File: src/rtl/gb_pkg.sv
// Shared Game Boy definitions: bus address constants, the OAM DMA state
// encoding and the memory-region classification used by the address decode.
package gb_pkg;

  localparam logic [15:0] DMA_REG_ADDR = 16'hFF46;
  localparam logic [15:0] OAM_BASE     = 16'hFE00;
  localparam int          OAM_LEN      = 160;

  typedef enum logic [1:0] {
    IDLE,
    DELAY,
    XFER,
    DRAIN
  } dma_state_t;

  // Coarse memory map regions; unusable FEA0-FEFF and IE (FFFF) fold into IO.
  typedef enum logic [2:0] {
    MEM_ROM,
    MEM_VRAM,
    MEM_XRAM,
    MEM_WRAM,
    MEM_ECHO,
    MEM_OAM,
    MEM_IO,
    MEM_HRAM
  } mem_region_t;

  function automatic mem_region_t mem_region(input logic [15:0] addr);
    if (addr < 16'h8000)      return MEM_ROM;
    else if (addr < 16'hA000) return MEM_VRAM;
    else if (addr < 16'hC000) return MEM_XRAM;
    else if (addr < 16'hE000) return MEM_WRAM;
    else if (addr < 16'hFE00) return MEM_ECHO;
    else if (addr < 16'hFEA0) return MEM_OAM;
    else if (addr < 16'hFF80) return MEM_IO;
    else if (addr == 16'hFFFF) return MEM_IO;
    else                      return MEM_HRAM;
  endfunction

endpackage

File: src/rtl/oam_dma.sv
// OAM DMA engine behind FF46. Acts as a second bus master: once written it
// reads LEN bytes from page {base, 00..LEN-1} and writes them to OAM one
// cycle later. The top level muxes src_addr onto the decode while active.
// Optional build macro OAM_DMA_ECHO_REMAP_EN folds source pages E0-FF down
// into WRAM (C0-DF); readback always returns the value actually written.
module oam_dma
  import gb_pkg::*;
#(
  parameter int LEN         = OAM_LEN,
  parameter int START_DELAY = 1
) (
  input  logic        clk,
  input  logic        rst,
  input  logic        reg_wr,
  input  logic [7:0]  reg_din,
  output logic [7:0]  reg_dout,
  output logic        active,
  output logic        src_rd,
  output logic [15:0] src_addr,
  input  logic [7:0]  src_data,
  output logic        oam_write,
  output logic [7:0]  oam_addr,
  output logic [7:0]  oam_data
);

  localparam logic [7:0] LAST_IDX   = 8'(LEN - 1);
  localparam logic [7:0] DELAY_LAST = 8'(START_DELAY - 1);

  dma_state_t state;
  logic [7:0] idx;
  logic [7:0] base;
  logic [7:0] delay_cnt;
  logic [7:0] base_next;

  // Source page selected by a register write, optionally folded out of echo space
  always_comb begin
    base_next = reg_din;
`ifdef OAM_DMA_ECHO_REMAP_EN
    if (reg_din >= 8'hE0) begin
      base_next = reg_din - 8'h20;
    end
`endif
  end

  // Transfer FSM, index counter and read-to-write pipeline register; a register
  // write restarts from any state and discards the byte still in flight
  always_ff @(posedge clk) begin
    if (rst) begin
      state     <= IDLE;
      idx       <= 8'h00;
      base      <= 8'h00;
      delay_cnt <= 8'h00;
      reg_dout  <= 8'hFF;
      active    <= 1'b0;
      src_rd    <= 1'b0;
      src_addr  <= 16'h0000;
      oam_write <= 1'b0;
      oam_addr  <= 8'h00;
      oam_data  <= 8'h00;
    end else if (reg_wr) begin
      reg_dout  <= reg_din;
      base      <= base_next;
      idx       <= 8'h00;
      delay_cnt <= 8'h00;
      state     <= DELAY;
      active    <= 1'b1;
      src_rd    <= 1'b0;
      src_addr  <= {base_next, 8'h00};
      oam_write <= 1'b0;
    end else begin
      case (state)
        IDLE: begin
          active    <= 1'b0;
          src_rd    <= 1'b0;
          oam_write <= 1'b0;
        end
        DELAY: begin
          if (delay_cnt == DELAY_LAST) begin
            state    <= XFER;
            idx      <= 8'h00;
            src_rd   <= 1'b1;
            src_addr <= {base, 8'h00};
          end else begin
            delay_cnt <= delay_cnt + 8'd1;
          end
        end
        XFER: begin
          oam_write <= 1'b1;
          oam_addr  <= idx;
          oam_data  <= src_data;
          if (idx == LAST_IDX) begin
            state  <= DRAIN;
            src_rd <= 1'b0;
          end else begin
            idx      <= idx + 8'd1;
            src_addr <= {base, idx + 8'd1};
          end
        end
        DRAIN: begin
          state     <= IDLE;
          active    <= 1'b0;
          oam_write <= 1'b0;
        end
        default: begin
          state <= IDLE;
        end
      endcase
    end
  end

endmodule
File: config.mk
export PLATFORM = sky130hd
export DESIGN_NAME = oam_dma
export DESIGN_NICKNAME = d
export VERILOG_FILES = /design/src/rtl/gb_pkg.sv /design/src/rtl/oam_dma.sv
export SDC_FILE = /design/constraint.sdc
export NUM_CORES = 1
export LEC_CHECK = 0
export ABC_AREA = 0
export BUFFER_PORTS_ARGS = -buffer_cell sky130_fd_sc_hd__buf_2
export CORE_MARGIN = 2
export CORE_UTILIZATION = 55
export CTS_BUF_LIST = sky130_fd_sc_hd__clkbuf_8
export DETAILED_ROUTE_END_ITERATION = 8
export HOLD_SLACK_MARGIN = 0.15
export PLACE_DENSITY = 0.88
export SETUP_SLACK_MARGIN = 0.1
export SLEW_MARGIN = 40
export SYNTH_ARGS = -nofsm -noshare
export SYNTH_HDL_FRONTEND = slang
export SYNTH_SLANG_ARGS = --single-unit
File: constraint.sdc
create_clock -name clk -period 2.5 [get_ports clk]
set_input_delay 0 -clock clk [delete_from_list [all_inputs] [get_ports clk]]
set_output_delay 0 -clock clk [all_outputs]
set_load 0.03 [all_outputs]
# After elaboration in Yosys (flattened, before gate mapping)
# Index checks and enable logic that the tools add are counted.
[word_totals]
reg_bits = 69
latch_bits = 0
mem_bits_rw = 0
rom_bits = 0
input_bits = 19
output_inout_bits = 43
wordCells = 62
n_memories = 0
[classes]
addsub = 2
n_mul = 0
div = 0
magnitude_cmp = 0
eq_ne = 10
shifts = 0
n_mux = 17
n_bitwise = 2
n_reduce_logical = 18
[ops]
columns = ["op", "n"]
rows = [
  ["$mux 16", 3],
  ["$pmux 16 s2", 1],
  ["$add 8x1->8 const B", 2],
  ["$mux 8", 2],
  ["$pmux 8 s2", 1],
  ["$reduce_and 3->1", 5],
  ["$ne 3x3->1 const B", 3],
  ["$reduce_bool 3->1", 3],
  ["$eq 8x8->1 const B", 1],
  ["$logic_not 8->1", 1],
  ["$ne 2x2->1 const B", 3],
  ["$pmux 2 s3", 1],
  ["$reduce_bool 2->1", 3],
  ["$mux 1", 5],
  ["$eq 2x2->1 const B", 2],
  ["$mux 2", 2],
  ["$reduce_and 2->1", 2],
  ["$reduce_bool 4->1", 1],
  ["$reduce_or 2->1", 2],
  ["$pmux 1 s3", 1],
  ["$eq 2x1->1 const B", 1],
  ["$logic_not 2->1", 1],
  ["$not 1->1", 2],
  ["$pmux 1 s2", 1],
]

# Logic depth before layout (Yosys ltp)
# Gate-level depths: netlist (run 1).
[depth]
depth_word = 4
mapped_depth = 8
mapped_depth_nobuf = 6

# Least setup slack after synthesis (run 1)
# No wires, ideal clock.
[synth_timing]
kind = "register to register"
start = "register delay_cnt[0]"
end = "register src_addr[10]"
setup_ps = 122
t_arrival_ps = 1920
slack_ps = 458
path_stages_with_launch = 8
path_buffers = 1
synth_period_minus_slack_ps = 2042
cell_sequence = "dfxtp_1 > inv_1 > ha_1 > or4b_4 > o21a_1 > buf_6 > or4_1 > o311a_1"
[synth_via]
elab_chain_cells = 3
[synth_rtl]
columns = ["element", "line_no", "text"]
rows = [
  ["from (decl)", "oam_dma.sv:32", "logic [7:0] delay_cnt;"],
  ["from (signal assigned)", "oam_dma.sv:84", "delay_cnt <= delay_cnt + 8'd1;"],
  ["$logic_not 8->1", "oam_dma.sv:78", "if (delay_cnt == DELAY_LAST) begin"],
  ["$ne 3x3->1 (no line)", "--", ""],
  ["$reduce_and 3->1 (no line)", "--", ""],
  ["to (signal assigned)", "oam_dma.sv:68", "src_addr <= {base_next, 8'h00};"],
  ["to (signal assigned)", "oam_dma.sv:82", "src_addr <= {base, 8'h00};"],
  ["to (signal assigned)", "oam_dma.sv:96", "src_addr <= {base, idx + 8'd1};"],
  ["to (decl)", "oam_dma.sv:19", "output logic [15:0] src_addr,"],
]
# Every way passes these cells.
# A chain may end at the register's enable or synchronous reset.

# Worst setup path in the final report (run 1)
[layout_timing]
start = "register delay_cnt[0]"
end = "register src_addr[13]"
# Same word-level chain as after synthesis.

==> out/metrics.cfg, run 1 <==
[sta]
timing.setup.tns_ns = 0
slew_headroom_pct = 49.8
timing.final.ws_setup_ns = 0.245
setup_violations = 0
period_minus_slack_ns = 2.25
drv_slew = 0
post-route-period-util_pct = 90.2
skew_ns = 0.00660
worst_pin_slew_ns = 0.745
finalHoldViolCount = 0
rsz0062_at_grt = false
fmax_mhz = 443
whs_ns = 0.445

[synth]
mappedNetlistNets = 330
synth_area_leader_cell = dfxtp_1
synth.yosys.seq_area_share_pct = 46.7
synth_area_leaders = dfxtp_1, a21oi_1, nand2_1, ha_1, mux2i_1
synth.avg_cell_area_sq_um = 8.65
yosys_warnings = 0
synth-seq-cells = 61
syn_area_sq_um = 2610
synth_edf_count = 0
synth_flop_cell = dfxtp_1
syn-instance-count = 302
yosys.area.top_type_share_pct = 46.7
ys_types = 41
synthArstFlopShare_pct = 0

[final_layout]
fin_area_sq_um = 3410
syn2layout_area_growth_pct = 30.3
fin_nets = 416
fillers = 348
layout_common_cells = dfxtp_1, buf_2, nand2_1
layout-drive-gt1-share_pct = 21.4
diodes = 0

[clock_tree]
htree_levels = 3
post_cts_buffers = 0
insertion_delay_ns = 0.34
numCtsBuffers = 9
cts_tree = done
cts_sinks = 61
path_clk_slew_ns = 0.06
cts-root-buf = clkbuf_8
clockBufferDepth = 2

[worst_setup_path]
r2r-start = delay_cnt[0]
r2r_cells = 6
reg2reg_slack_ns = 0.25
path_cells = inv_1 -> ha_1 -> or4b_4 -> o21a_2 -> or4_1 -> o311a_1
required_ns = 2.72
cp_slowest_cell = or4_1
critical_path_arrival_ns = 2.47
reg2reg_to = src_addr[13]
end_kind = flip-flop
cp-start-kind = flip-flop
max_stage_delay_ns = 0.55
cp_max_fo = 22
worst-setup-path-type = flip-flop to flip-flop

[floorplan]
die_h_um = 72.9
initial_core_util_pct = 56.1
core_area_sq_um = 4660
die_x_um = 72.9
num_rows = 25
die_area_sq_um = 5320
io_pins = 62

[route]
routed-via-count = 2627
wl_per_cell_um = 15.5
viasPerCell = 5.89
drt_iter0_drc = 172
ant_nets = 0
drc = 0
wirelength_um = 6900
firstDrtPassIters = 5

[worst_hold_path]
min_path_type = input pin to flip-flop
min_path_cells = 4
hp-start = src_data[5]
min_to = oam_data[5]

[global_routing]
grt_usage_pct = 26.5
grt_pass1_wl_um = 10800
grt_max_degree = 24
antenna_found_initial = 0
overflow = 0
grt_pass1_vias = 2381

[place]
place_hpwl_um = 4030
io_buffers = 61
place_area_sq_um = 2940
place_ws_ns = 0.175
gp_congestion = 0.824

[power]
peakVddDrop_mv = 0.293
power.density_nw_per_um2 = 622
total_power_w = 0.00212
cellLeakagePower_nw = 1.47

[outcome]
status = completed

[job]
maxCapViolations = 0

worst max path at each step:
stage	startpoint	to	slack [ns]	cells after the start
floorplan	delay_cnt[0]	src_addr[10]	0.46	7
global placement	delay_cnt[0]	idx[3]	0.26	6
detailed placement	delay_cnt[0]	src_addr[11]	0.17	6
CTS	delay_cnt[0]	src_addr[11]	0.16	6
global route	idx[0]	src_rd	0.12	5
finish	delay_cnt[0]	src_addr[13]	0.25	6
sequential cells by signal, indices dropped and copies added (netlist names):
name and count:
src_addr 8, oam_write 1, oam_data 8, base 8
active 1, oam_addr 8, idx 8, reg_dout 8
src_rd 1, delay_cnt 8, state 2
metrics by stage:
step,utilization [%],cells
final,73.1,446
after detailed placement,63.0,402
after floorplan,-,302
after CTS,73.0,446
after global placement,63.0,402
after global routing,73.1,446
cells in the mapped netlist (2+ instances only):
cell type	instances
and3_1	2
or3_1	2
o21ai_0	13
inv_1	17
o211ai_1	3
nor3_1	3
nand4_1	6
buf_1	3
a31oi_1	4
o21a_1	2
nand3_1	7
a21oi_1	38
or4_1	12
nor2_1	23
mux2i_1	9
a311oi_1	2
dfxtp_1	61
xor2_1	6
ha_1	9
o311a_1	8
nand2_1	39
clkbuf_1	14
critical path, delay by kind of cell (launching register included):
kind            cells  cell delay [ns]
simple gates        2             1.03
compound gates      2             0.53
flops               1             0.37
fa+ha+maj           1             0.13
buf+inv             1             0.08
timing repair:
| item | CTS | global route |
|---|---|---|
| hold buffers | 29 | 0 |
| setup endpoints to repair | 0 | 11 |
| endpoints found under the hold margin | 33 | 0 |
| gates resized for setup | 0 | 1 |
metal layers:
metal  share of wire [%]  vias up  global-route usage, %
met5                   0        -                      0
met4                 4.7        0                   15.2
li1                    -     1245                      -
met1                  41     1216                   31.6
met2                  48      124                   42.6
met3                 6.0       42                   7.46
report_power, final:
part / switching [W] / leakage, nW / internal (W)
Clock: 0.000357 / 0.101 / 0.000427
Sequential: 0.0000245 / 0.498 / 0.00101
Combinational: 0.000183 / 0.873 / 0.000117
Total: 0.000565 / 1.47 / 0.00155
final cells by class:
type                       count  area, sq um  share of cell area (%)
inverter                      17         63.8                    1.87
clock buffer                  12          165                    4.85
clock inverter                 3         12.5                   0.367
tap                           54         67.6                    1.98
sequential                    61         1220                    35.9
multi-input combinational    205         1250                    36.7
timing repair buffer          94          626                    18.4
cells by family after synthesis:
family	synth area share (%)
compound gates	18.4
simple gates	19.2
mux	3.45
flops	46.7
buf+inv	5.50
fa+ha+maj	4.31
xor+xnor	2.35
(Power assumes the default switching activity.)
==> run 2, diff against run 1 <==
Settings changed: CORE_ASPECT_RATIO set to 1.4.
==> out/metrics.cfg, run 2 (synthesized netlist as in run 1, its figures left out) <==
[final_layout]
fin_nets = 410
regArea_sq_um = 1220
syn2layout_area_growth_pct = 29.6
multi_input_area_sq_um = 1250
stdcell_count = 449
final_core_util_pct = 74.1
layout_common_cells = dfxtp_1, buf_2, nand2_1
fillers = 357
diodes = 0
fin_area_sq_um = 3390
layout-drive-gt1-share_pct = 23.0

[route]
wl_per_cell_um = 14.5
ant_nets = 0
drc = 0
wirelength_um = 6530
routed-via-count = 2526
firstDrtPassIters = 4
drt_iter0_drc = 101
viasPerCell = 5.63

[global_routing]
antenna_found_initial = 0
grt_util_met3_pct = 5.77
use_met1_pct = 28.7
grt_pass1_vias = 2374
overflow = 0
grt_usage_pct = 26.1
grt_pass1_wl_um = 10800
busiest_layer = met2
grt_max_degree = 27
gr-usage-met2_pct = 45.1

[sta]
finalHoldViolCount = 0
period_minus_slack_ns = 2.23
timing.setup.tns_ns = 0
slew_headroom_pct = 61.7
fmax_mhz = 449
worst_pin_slew_ns = 0.574
setup_violations = 0
post-route-period-util_pct = 89.2
drv_slew = 0
timing.final.ws_setup_ns = 0.271
rsz0062_at_grt = false
skew_ns = 0.00823

[clock_tree]
numCtsBuffers = 9
clockBufferDepth = 2
cts_sinks = 61
insertion_delay_ns = 0.34
path_clk_slew_ns = 0.06
cts-root-buf = clkbuf_8
htree_levels = 3
cts_tree = done

[worst_setup_path]
required_ns = 2.77
crit_end = idx[3]
end_kind = flip-flop
crit_path_start = delay_cnt[0]
critical_path_arrival_ns = 2.49
max_stage_delay_ns = 0.56
r2r_cells = 6
path_cells = inv_1 -> ha_1 -> or4b_4 -> o21a_2 -> or4_1 -> a31oi_1
reg2reg_slack_ns = 0.27
worst-setup-path-type = flip-flop to flip-flop
cp_slowest_cell = or4_1
reg2reg_to = idx[3]
cp_max_fo = 22
cp-start-kind = flip-flop
r2r-start = delay_cnt[0]

[place]
dp.cells = 411
gp_congestion = 0.830
place_area_sq_um = 2960
io_buffers = 61
place_hpwl_um = 4140
place_ws_ns = 0.170

[power]
cellLeakagePower_nw = 1.45
power.density_nw_per_um2 = 658
peakVddDrop_mv = 0.455

[floorplan]
initial_core_util_pct = 57.2
num_rows = 29
die_area_sq_um = 5330
die_h_um = 85.6
die_x_um = 62.3
core_area_sq_um = 4570
io_pins = 62

[worst_hold_path]
min_path_type = input pin to flip-flop
min_path_cells = 3

[outcome]
status = completed

[job]
maxCapViolations = 0

run 2: worst min-delay path by stage:
stage	startpoint	endpoint	slack [ns]
6_report	reg_wr	base[5]	0.19
3_5_place_dp	src_data[6]	oam_data[6]	0.25
3_3_place_gp	src_data[5]	oam_data[5]	0.24
4_1_cts	reg_wr	base[3]	0.17
2_1_floorplan	src_data[0]	oam_data[0]	0.14
5_1_grt	reg_wr	base[5]	0.23
run 2: repair_timing:
action                                  CTS  global route
endpoints found under the setup margin    0            13
resized for setup                         0             1
hold endpoints to repair                 34             0
hold buffers                             22             0
buffers inserted                          0             0
run 2: through the flow:
step	hold WS, ns	total power [W]
6_report	0.193	0.00223
2_1_floorplan	0.136	0.00123
5_1_grt	0.232	0.00230
3_3_place_gp	0.241	0.00130
3_5_place_dp	0.247	0.00131
4_1_cts	0.167	0.00224
run 2: routing by layer:
metal	part of all wire [%]	wire [um]
met4	4.2	275
met5	0	0
met3	5.5	362
met2	51	3350
met1	39	2530
run 2: worst max-delay path, delay by kind of cell, from the launching register on:
| family | cells | cell delay, ns |
|---|---|---|
| AOI/OAI and AO/OA | 2 | 0.55 |
| and+or+nand+nor | 2 | 1.04 |
| adders and majority gates | 1 | 0.12 |
| DFF | 1 | 0.36 |
| buffers and inverters | 1 | 0.08 |
run 2: power breakdown:
part / total [W] / switching [W] / internal [W]
Sequential: 0.00104 / 0.0000250 / 0.00101
Clock: 0.000908 / 0.000372 / 0.000536
Combinational: 0.000286 / 0.000178 / 0.000108
run 2: cell type report:
cell class | count | area share [%]
Inverter | 17 | 1.88
Multi-Input combinational cell | 205 | 37.0
Clock buffer | 12 | 4.87
Clock inverter | 4 | 1.33
Tap cell | 62 | 2.29
Timing Repair Buffer | 88 | 16.6
Sequential cell | 61 | 36.0
==> run 3, diff against run 2 <==
Settings changed: REMOVE_ABC_BUFFERS set to 1.
==> out/metrics.cfg, run 3 (synthesized netlist as in run 1, its figures left out) <==
[clock_tree]
clockBufferDepth = 2
numCtsBuffers = 9
post_cts_buffers = 0
insertion_delay_ns = 0.35
cts_sinks = 61
htree_levels = 3
path_clk_slew_ns = 0.07
cts_tree = done
cts-root-buf = clkbuf_8

[floorplan]
io_pins = 62
die_h_um = 85.6
num_rows = 29
initial_core_util_pct = 57.2
die_area_sq_um = 5330
core_area_sq_um = 4570
die_x_um = 62.3

[route]
firstDrtPassIters = 5
wl_per_cell_um = 15.0
wirelength_um = 6830
drc = 0
ant_nets = 0
viasPerCell = 5.79
routed-via-count = 2640
drt_iter0_drc = 163

[worst_setup_path]
end_kind = flip-flop
worst-setup-path-type = flip-flop to flip-flop
cp_max_fo = 10
critical_path_arrival_ns = 2.52
cp_slowest_cell = dlygate4sd3_1
critical-path-top-delay-family = buffers and inverters
crit_path_frequent_cell = inv_1
required_ns = 2.79
cp-start-kind = flip-flop
path_cells = inv_1 -> ha_2 -> inv_1 -> nor2_2 -> buf_4 -> nand2_1 -> a21oi_1 -> dlygate4sd3_1
max_stage_delay_ns = 0.59
crit_buf_inv = 4

[sta]
fmax_mhz = 450
post-route-period-util_pct = 88.9
rsz0062_at_grt = false
period_minus_slack_ns = 2.22
timing.setup.tns_ns = 0
setup_violations = 0
slew_headroom_pct = 54.1
skew_ns = 0.0100
worst_pin_slew_ns = 0.681
drv_slew = 0
finalHoldViolCount = 0

[worst_hold_path]
min_path_type = input pin to flip-flop

[final_layout]
syn2layout_area_growth_pct = 33.8
layout_common_cells = dfxtp_1, buf_2, nand2_1
multi_input_area_sq_um = 1250
stdcell_count = 456
regArea_sq_um = 1220
fin_nets = 417
layout-drive-gt1-share_pct = 22.6
diodes = 0
fillers = 317

[job]
maxCapViolations = 0

[global_routing]
grt_usage_pct = 27.5
antenna_found_initial = 0
overflow = 0
grt_pass1_vias = 2564
grt_pass1_wl_um = 11400
grt_max_degree = 25

[place]
io_buffers = 61
gp_congestion = 0.799
place_hpwl_um = 3990
dp.cells = 410

[power]
power.density_nw_per_um2 = 683
cellLeakagePower_nw = 1.51
peakVddDrop_mv = 0.469

[outcome]
status = completed

## run 3: cell types whose count changed in the layout (fill, tap and decap cells not counted), sizes merged
| cell | previous run | this run |
|---|---|---|
| bufinv | 1 | 2 |
| dlygate4sd3 | 22 | 30 |
| clkbuf | 12 | 13 |
| buf | 66 | 65 |
| clkinv | 3 | 1 |
## run 3: cell type report
cell class | instances | share of cell area (%)
multi-input combinational | 205 | 35.9
timing repair buffer | 95 | 18.2
sequential | 61 | 34.9
clock buffer | 13 | 5.12
tap | 62 | 2.22
inverter | 17 | 1.82
clock inverter | 3 | 1.86
## run 3: where the power goes
| part | internal, W | total [W] | leakage [nW] | switching, W |
|---|---|---|---|---|
| registers | 0.00101 | 0.00104 | 0.498 | 0.0000253 |
| clock network | 0.000669 | 0.00106 | 0.126 | 0.000393 |
| logic | 0.000113 | 0.000290 | 0.883 | 0.000177 |
## run 3: path summary, 6_finish.rpt
check / start / end / slack (ns) / cells past startpoint
worst min-delay path: reg_wr / src_addr[12] / 0.22 / 2
worst min register to register: oam_addr[3] / oam_addr[3] / 0.45 / 2
worst max register to register: state[0] / oam_data[3] / 0.28 / 8
worst max-delay path: state[0] / oam_data[3] / 0.28 / 8
## run 3: what timing repair did
item / CTS / global route
hold buffers: 30 / 0
setup endpoints to repair: 0 / 20
resized for setup: 0 / 3
hold endpoints to repair: 40 / 0
## run 3: per-layer routing
| layer | vias to the layer above | part of all wire, % | global-route usage (%) |
|---|---|---|---|
| li1 | 1254 | - | - |
| met5 | - | 0 | 0 |
| met1 | 1228 | 38 | 29.3 |
| met3 | 34 | 7.1 | 8.40 |
| met2 | 124 | 52 | 47.9 |
| met4 | 0 | 3.7 | 16.4 |
## run 3: per-stage QoR
| stage | hold WS [ns] | utilization, % | total power, W | cell area (sq um) | setup WS, ns |
|---|---|---|---|---|---|
| 6_report | 0.224 | 76.5 | 0.00239 | 3500 | 0.277 |
| 4_1_cts | 0.206 | 76.4 | 0.00237 | 3490 | 0.129 |
| 2_1_floorplan | 0.0691 | - | 0.00121 | 2530 | 0.401 |
| 3_5_place_dp | 0.246 | 64.4 | 0.00131 | 2950 | 0.192 |
| 5_1_grt | 0.249 | 76.5 | 0.00246 | 3500 | 0.168 |
| 3_3_place_gp | 0.242 | 64.4 | 0.00130 | 2950 | 0.254 |
